<file path="src/rtl/mips_instr_encoder.sv">
// Streaming MIPS encoder: turns an op request into a 32-bit instruction word and feeds a one-entry output register.
// Optional: define ENC_DELAY_SLOT_PAD_EN to append a NOP after every j/jr.
module mips_instr_encoder #(
   parameter int          ADDR_W    = 10,
   parameter int unsigned BASE_ADDR = 0
) (
   input  logic              clk,
   input  logic              reset,
   input  logic              in_valid,
   output logic              in_ready,
   input  logic [3:0]        in_op,
   input  logic [4:0]        in_rs,
   input  logic [4:0]        in_rt,
   input  logic [4:0]        in_rd,
   input  logic [15:0]       in_imm,
   input  logic [25:0]       in_target,
   output logic              out_valid,
   input  logic              out_ready,
   output logic [31:0]       out_instr,
   output logic [ADDR_W-1:0] out_addr,
   output logic              err_illegal
);

   typedef enum logic [3:0] {
      OP_ADD = 4'd0, OP_AND = 4'd1, OP_ADDI = 4'd2, OP_ANDI = 4'd3,
      OP_J   = 4'd4, OP_JR  = 4'd5, OP_LW   = 4'd6, OP_NOR  = 4'd7,
      OP_OR  = 4'd8, OP_ORI = 4'd9, OP_SLT  = 4'd10, OP_SLTI = 4'd11,
      OP_SW  = 4'd12, OP_SUB = 4'd13, OP_SUBU = 4'd14, OP_ILL = 4'd15
   } op_e;

`ifdef ENC_DELAY_SLOT_PAD_EN
   typedef enum logic {IDLE = 1'b0, PAD = 1'b1} state_e;
`else
   typedef enum logic {IDLE = 1'b0} state_e;
`endif

   localparam logic [ADDR_W-1:0] BASE = ADDR_W'(BASE_ADDR);

   state_e              state_q, state_d;
   logic                out_valid_q, out_valid_d;
   logic [31:0]         out_instr_q, out_instr_d;
   logic [ADDR_W-1:0]   out_addr_q, out_addr_d;
   logic [ADDR_W-1:0]   next_addr_q, next_addr_d;
   logic                err_q, err_d;

   logic [31:0]         word;
   logic                illegal;
   logic                accept;
   logic                consume;
`ifdef ENC_DELAY_SLOT_PAD_EN
   logic                is_jump;
`endif

   // Only the fields an op actually uses reach the word.
   always_comb begin
      word    = 32'h0;
      illegal = 1'b0;
      case (op_e'(in_op))
         OP_ADD:  word = {6'h00, in_rs, in_rt, in_rd, 5'b0, 6'h20};
         OP_AND:  word = {6'h00, in_rs, in_rt, in_rd, 5'b0, 6'h24};
         OP_NOR:  word = {6'h00, in_rs, in_rt, in_rd, 5'b0, 6'h27};
         OP_OR:   word = {6'h00, in_rs, in_rt, in_rd, 5'b0, 6'h25};
         OP_SLT:  word = {6'h00, in_rs, in_rt, in_rd, 5'b0, 6'h2a};
         OP_SUB:  word = {6'h00, in_rs, in_rt, in_rd, 5'b0, 6'h22};
         OP_SUBU: word = {6'h00, in_rs, in_rt, in_rd, 5'b0, 6'h23};
         OP_JR:   word = {6'h00, in_rs, 15'b0, 6'h08};
         OP_ADDI: word = {6'h08, in_rs, in_rt, in_imm};
         OP_ANDI: word = {6'h0c, in_rs, in_rt, in_imm};
         OP_LW:   word = {6'h23, in_rs, in_rt, in_imm};
         OP_ORI:  word = {6'h0d, in_rs, in_rt, in_imm};
         OP_SLTI: word = {6'h0a, in_rs, in_rt, in_imm};
         OP_SW:   word = {6'h2b, in_rs, in_rt, in_imm};
         OP_J:    word = {6'h02, in_target};
         default: illegal = 1'b1;
      endcase
   end

`ifdef ENC_DELAY_SLOT_PAD_EN
   assign is_jump = (in_op == OP_J) || (in_op == OP_JR);
`endif

   assign in_ready = (state_q == IDLE) && (!out_valid_q || out_ready);
   assign accept   = in_valid && in_ready;
   assign consume  = out_valid_q && out_ready;

   always_comb begin
      state_d     = state_q;
      out_valid_d = out_valid_q;
      out_instr_d = out_instr_q;
      out_addr_d  = out_addr_q;
      next_addr_d = next_addr_q;
      err_d       = 1'b0;

      if (consume) out_valid_d = 1'b0;

`ifdef ENC_DELAY_SLOT_PAD_EN
      // Delay-slot NOP goes in once the jump word has left the register.
      if (state_q == PAD && consume) begin
         out_valid_d = 1'b1;
         out_instr_d = 32'h0;
         out_addr_d  = next_addr_q;
         next_addr_d = next_addr_q + ADDR_W'(4);
         state_d     = IDLE;
      end
`endif

      if (accept) begin
         if (illegal) begin
            err_d = 1'b1;
         end else begin
            out_valid_d = 1'b1;
            out_instr_d = word;
            out_addr_d  = next_addr_q;
            next_addr_d = next_addr_q + ADDR_W'(4);
`ifdef ENC_DELAY_SLOT_PAD_EN
            if (is_jump) state_d = PAD;
`endif
         end
      end
   end

   always_ff @(posedge clk) begin
      if (reset) begin
         state_q     <= IDLE;
         out_valid_q <= 1'b0;
         out_instr_q <= 32'h0;
         out_addr_q  <= BASE;
         next_addr_q <= BASE;
         err_q       <= 1'b0;
      end else begin
         state_q     <= state_d;
         out_valid_q <= out_valid_d;
         out_instr_q <= out_instr_d;
         out_addr_q  <= out_addr_d;
         next_addr_q <= next_addr_d;
         err_q       <= err_d;
      end
   end

   assign out_valid   = out_valid_q;
   assign out_instr   = out_instr_q;
   assign out_addr    = out_addr_q;
   assign err_illegal = err_q;

endmodule

</file>
<file path="config.mk">
export PLATFORM = sky130hd
export DESIGN_NAME = mips_instr_encoder
export DESIGN_NICKNAME = d
export VERILOG_FILES = /design/src/rtl/mips_instr_encoder.sv
export SDC_FILE = /design/constraint.sdc
export NUM_CORES = 1
export LEC_CHECK = 0
export CAP_MARGIN = 20
export CORE_ASPECT_RATIO = 1.75
export CORE_MARGIN = 2
export CORE_UTILIZATION = 30
export CTS_CLUSTER_SIZE = 12
export DETAILED_ROUTE_END_ITERATION = 6
export PLACE_DENSITY = 0.59
export SYNTH_ARGS = -nofsm -noshare
export SYNTH_HDL_FRONTEND = slang
export SYNTH_SLANG_ARGS = --single-unit
</file>
<file path="constraint.sdc">
create_clock -name clk -period 2.95 [get_ports clk]
set_input_delay 0.885 -clock clk [delete_from_list [all_inputs] [get_ports clk]]
set_output_delay 0.885 -clock clk [all_outputs]
set_load 0.01 [all_outputs]
</file>
# Word-level counts from Yosys, hierarchy flattened
# Index checks and enable logic that the tools add are counted.
# totals
input_bits	65
output_inout_bits	45
regBits	54
wordCells	34
# classes
bitwise_logic	1
reduce_logical	8
addsub	1
muxes	5
n_eq_ne	14
# ops
op	count
one-hot mux 32 bit (15 select lines)	1
equality test 4 bit, second input constant	7
equality test 4 x 3 -> 1 bit, second input constant	4
OR reduction 15 bit	1
adder 10 x 3 -> 10 bit, second input constant	1
equality test 4 x 2 -> 1 bit, second input constant	2
equality test 4 x 1 -> 1 bit, second input constant	1
logical NOT 4 bit	1
two-way mux 1 bit	4
logical AND 1 bit	2
AND reduction 2 bit	1
OR reduction 2 bit	1
logical NOT 1 bit	1
logical OR 1 bit	1
inverter 1 bit	1

# Logic depth before layout (Yosys ltp)
# logic_depth
ltp_word	5
mapped_depth	7

# Worst setup path before layout
# No wires, ideal clock.
# synth_timing
kind	input to output
from	input out_ready
to	output in_ready
stages	2
slack_ns	0.927
t_required_ns	2.065
t_arrival_ns	1.138
cell_sequence	nor2b_4 inv_1
# synth_between
elab_chain_len	1
# synth_rtl
element	line	rtl
start: declaration	18	input logic out_ready,
logical OR 1 bit	82	assign in_ready = (state_q == IDLE) && (!out_valid_q || out_ready);
end: declaration	10	output logic in_ready,
# Every way passes these cells.

# Worst setup path in the final report
# Same ends and word-level chain as after synthesis.

==> reports/metrics.cfg <==
[cts]
cts_sinks=49
path_clk_slew_ps=70
cts_tree=yes
numCtsBuffers=5
ctsHoldBuffers=0
cts_setup_buffers=0
clock_path_buffers=2
htreeDepth=2
root_buffer=clkbuf_16
cts_resized=0
clk_latency_ps=290

[global_route]
met3_usage=0.0227
grt_max_degree=38
grt_first_pass_wirelength_mm=12.3
grt-ovfl-total=0
grtUsageMet1=0.193
grt_pass1_vias=2563
antenna_found_initial=0
use_met2=0.298
gr-usage-all-layers=0.172
grt-busiest-layer=met2

[sta]
setup_viol=0
skew_ps=4.91
rsz0062_at_grt=no
fmax_ghz=0.392
relSlewSlack=0.584
tns_ps=0
worst_pin_slew_ps=617
hold_violations=0
maxSlewViolCount=0
fin_crit_sh=0.866
final.min_clock_period_ps=2550

[floorplanning]
rows=44
core-area_um2=8200
io_pins=110
die_width_um=73.0
initial_core_util=0.305
dieArea_um2=9100
fp.dieH_um=125

[critical_path]
crit_required_ps=2070
path_delay_family=buffers and inverters
cp.depth=4
critPathArrivalTime_ps=1670
path_buf_inv=3
crit_slowest_cell=clkdlybuf4s50_1
worstSetupPathType=in2out
r2r_cells=6
worstPathMaxFanout=2
path_cells=clkdlybuf4s50_1, nor2b_4, inv_1, dlymetal6s2s_1
cp-end-kind=output port
startpoint_type=input pin
max_stage_delay_ps=440

[synthesis]
synth_top_area_share=0.393
synth_area_um2=2500
ys_seq_area_frac=0.393
ys_seq_elements=49
synth_warnings=0
syn_area_per_cell_um2=8.59
synth_edf_count=0
synth_flop_cell=dfxtp_1
ys_async_sr_fraction=0
ys_types=52
synth.area.top_cells=dfxtp_1 (39%), nand2_1 (4.4%), nor2_1 (4.1%)
synthesis.instances=291
yosys.area.top_type=dfxtp_1

[detailed_routing]
vias=2559
ant_nets=0
drt-pass1-iter-count=4
wl_mm=7.64
drc_errors=0
viasPerCell=5.23
wl_per_cell_um=15.6
drtIter0Drc=93

[pwr]
irDropWorstVdd_mv=0.382
p_leak_nw=1.37
p_total_w=0.00179
power.density_nw_per_um2=463

[cells_and_area]
final_cell_mix=clkdlybuf4s50_1 (104), dfxtp_1 (49), nand2_1 (29)
fill_cells=813
drive_above_1_share=0.0907
final_nets=462
diodes=0
area_growth_syn_to_layout_pct=54.8
final_common_cell=clkdlybuf4s50_1

[outcome]
status=finished clean

[place]
numPortBuffers=106
hpwl_mm=5.71
routabilityCongestion=0.763

[worst_hold_path]
hp-class=reg2reg
worstHoldPathCells=2

[run]
maxCapViolCount=0

## flip-flops by register name, indices dropped and copies added, names as in the netlist
signal / flops
out_valid: 1
next_addr_q: 8
out_instr: 31
out_addr: 8
err_illegal: 1
## routing by layer
layer  wire, um  vias to the layer above  share of wire
li1           -                     1277              -
met1       2970                     1186           0.39
met2       4050                       76           0.53
met3        299                       20          0.039
met4        323                        0          0.042
met5          0                        -              0
## area by class of cell
type / count / area (um2) / share of cell area
inverter: 4 / 15.0 / 0.00388
multi-input combinational: 214 / 1360 / 0.350
timing repair buffer: 122 / 1230 / 0.318
sequential: 49 / 981 / 0.254
tap: 92 / 115 / 0.0298
clock buffer: 7 / 143 / 0.0369
clock inverter: 1 / 30.0 / 0.00776
## worst reg2reg max path: stages (launching register included)
cell,delay (ps)
dfxtp_1,310
nor2b_4,120
inv_1,60
buf_4,130
nand3_1,200
nor4_1,340
mux2_2,360
## report_power, final
part	internal (W)	leakage, nW	switching [W]	total (W)
combinational	0.000222	0.884	0.000176	0.000398
clock	0.000424	0.0841	0.000245	0.000669
sequential	0.000701	0.402	0.0000225	0.000724
## per-stage QoR
step	std cells	instance area, um2	util	setup WS (ps)	hold WS (ps)
2_1_floorplan	293	2510	-	927	441
3_5_place_dp	481	3690	0.450	29.2	451
3_3_place_gp	481	3690	0.450	41.6	438
5_1_grt	489	3870	0.471	335	472
4_1_cts	489	3860	0.471	21.7	460
6_report	489	3870	0.471	396	457
## worst paths after layout
kind,start,to,slack (ps)
hold / removal,out_instr[31]$_SDFFE_PP0P_,out_instr[31]$_SDFFE_PP0P_,460
hold reg to reg,out_instr[31]$_SDFFE_PP0P_,out_instr[31]$_SDFFE_PP0P_,460
setup reg to reg,out_valid$_SDFF_PP0_,next_addr_q[9]$_SDFFE_PP0P_,1320
setup / recovery,out_ready,in_ready,400
## synth_stat cells, types with 3 or more instances
library cell and n:
nand2b_1 5, clkbuf_1 6, or3_1 4, a32oi_1 6, nor2_1 27, buf_4 11, a221oi_1 7, buf_2 8
a211oi_1 11, and3_1 3, a41oi_1 6, nor2b_1 3, or3b_1 5, nand2_1 29, a21oi_1 19, o21ai_0 10
xnor2_1 4, dfxtp_1 49, nor3_1 10, a22oi_1 6, nand3_1 13, inv_1 4, o21bai_1 6
## cell families after synthesis
logic type,share of synthesized area
flops,0.393
xor+xnor,0.0140
compound gates,0.252
mux,0.0150
simple gates,0.247
other cells,0.00150
buf+inv,0.0686
fa+ha+maj,0.00901
Power figures use the tool's default switching activity.
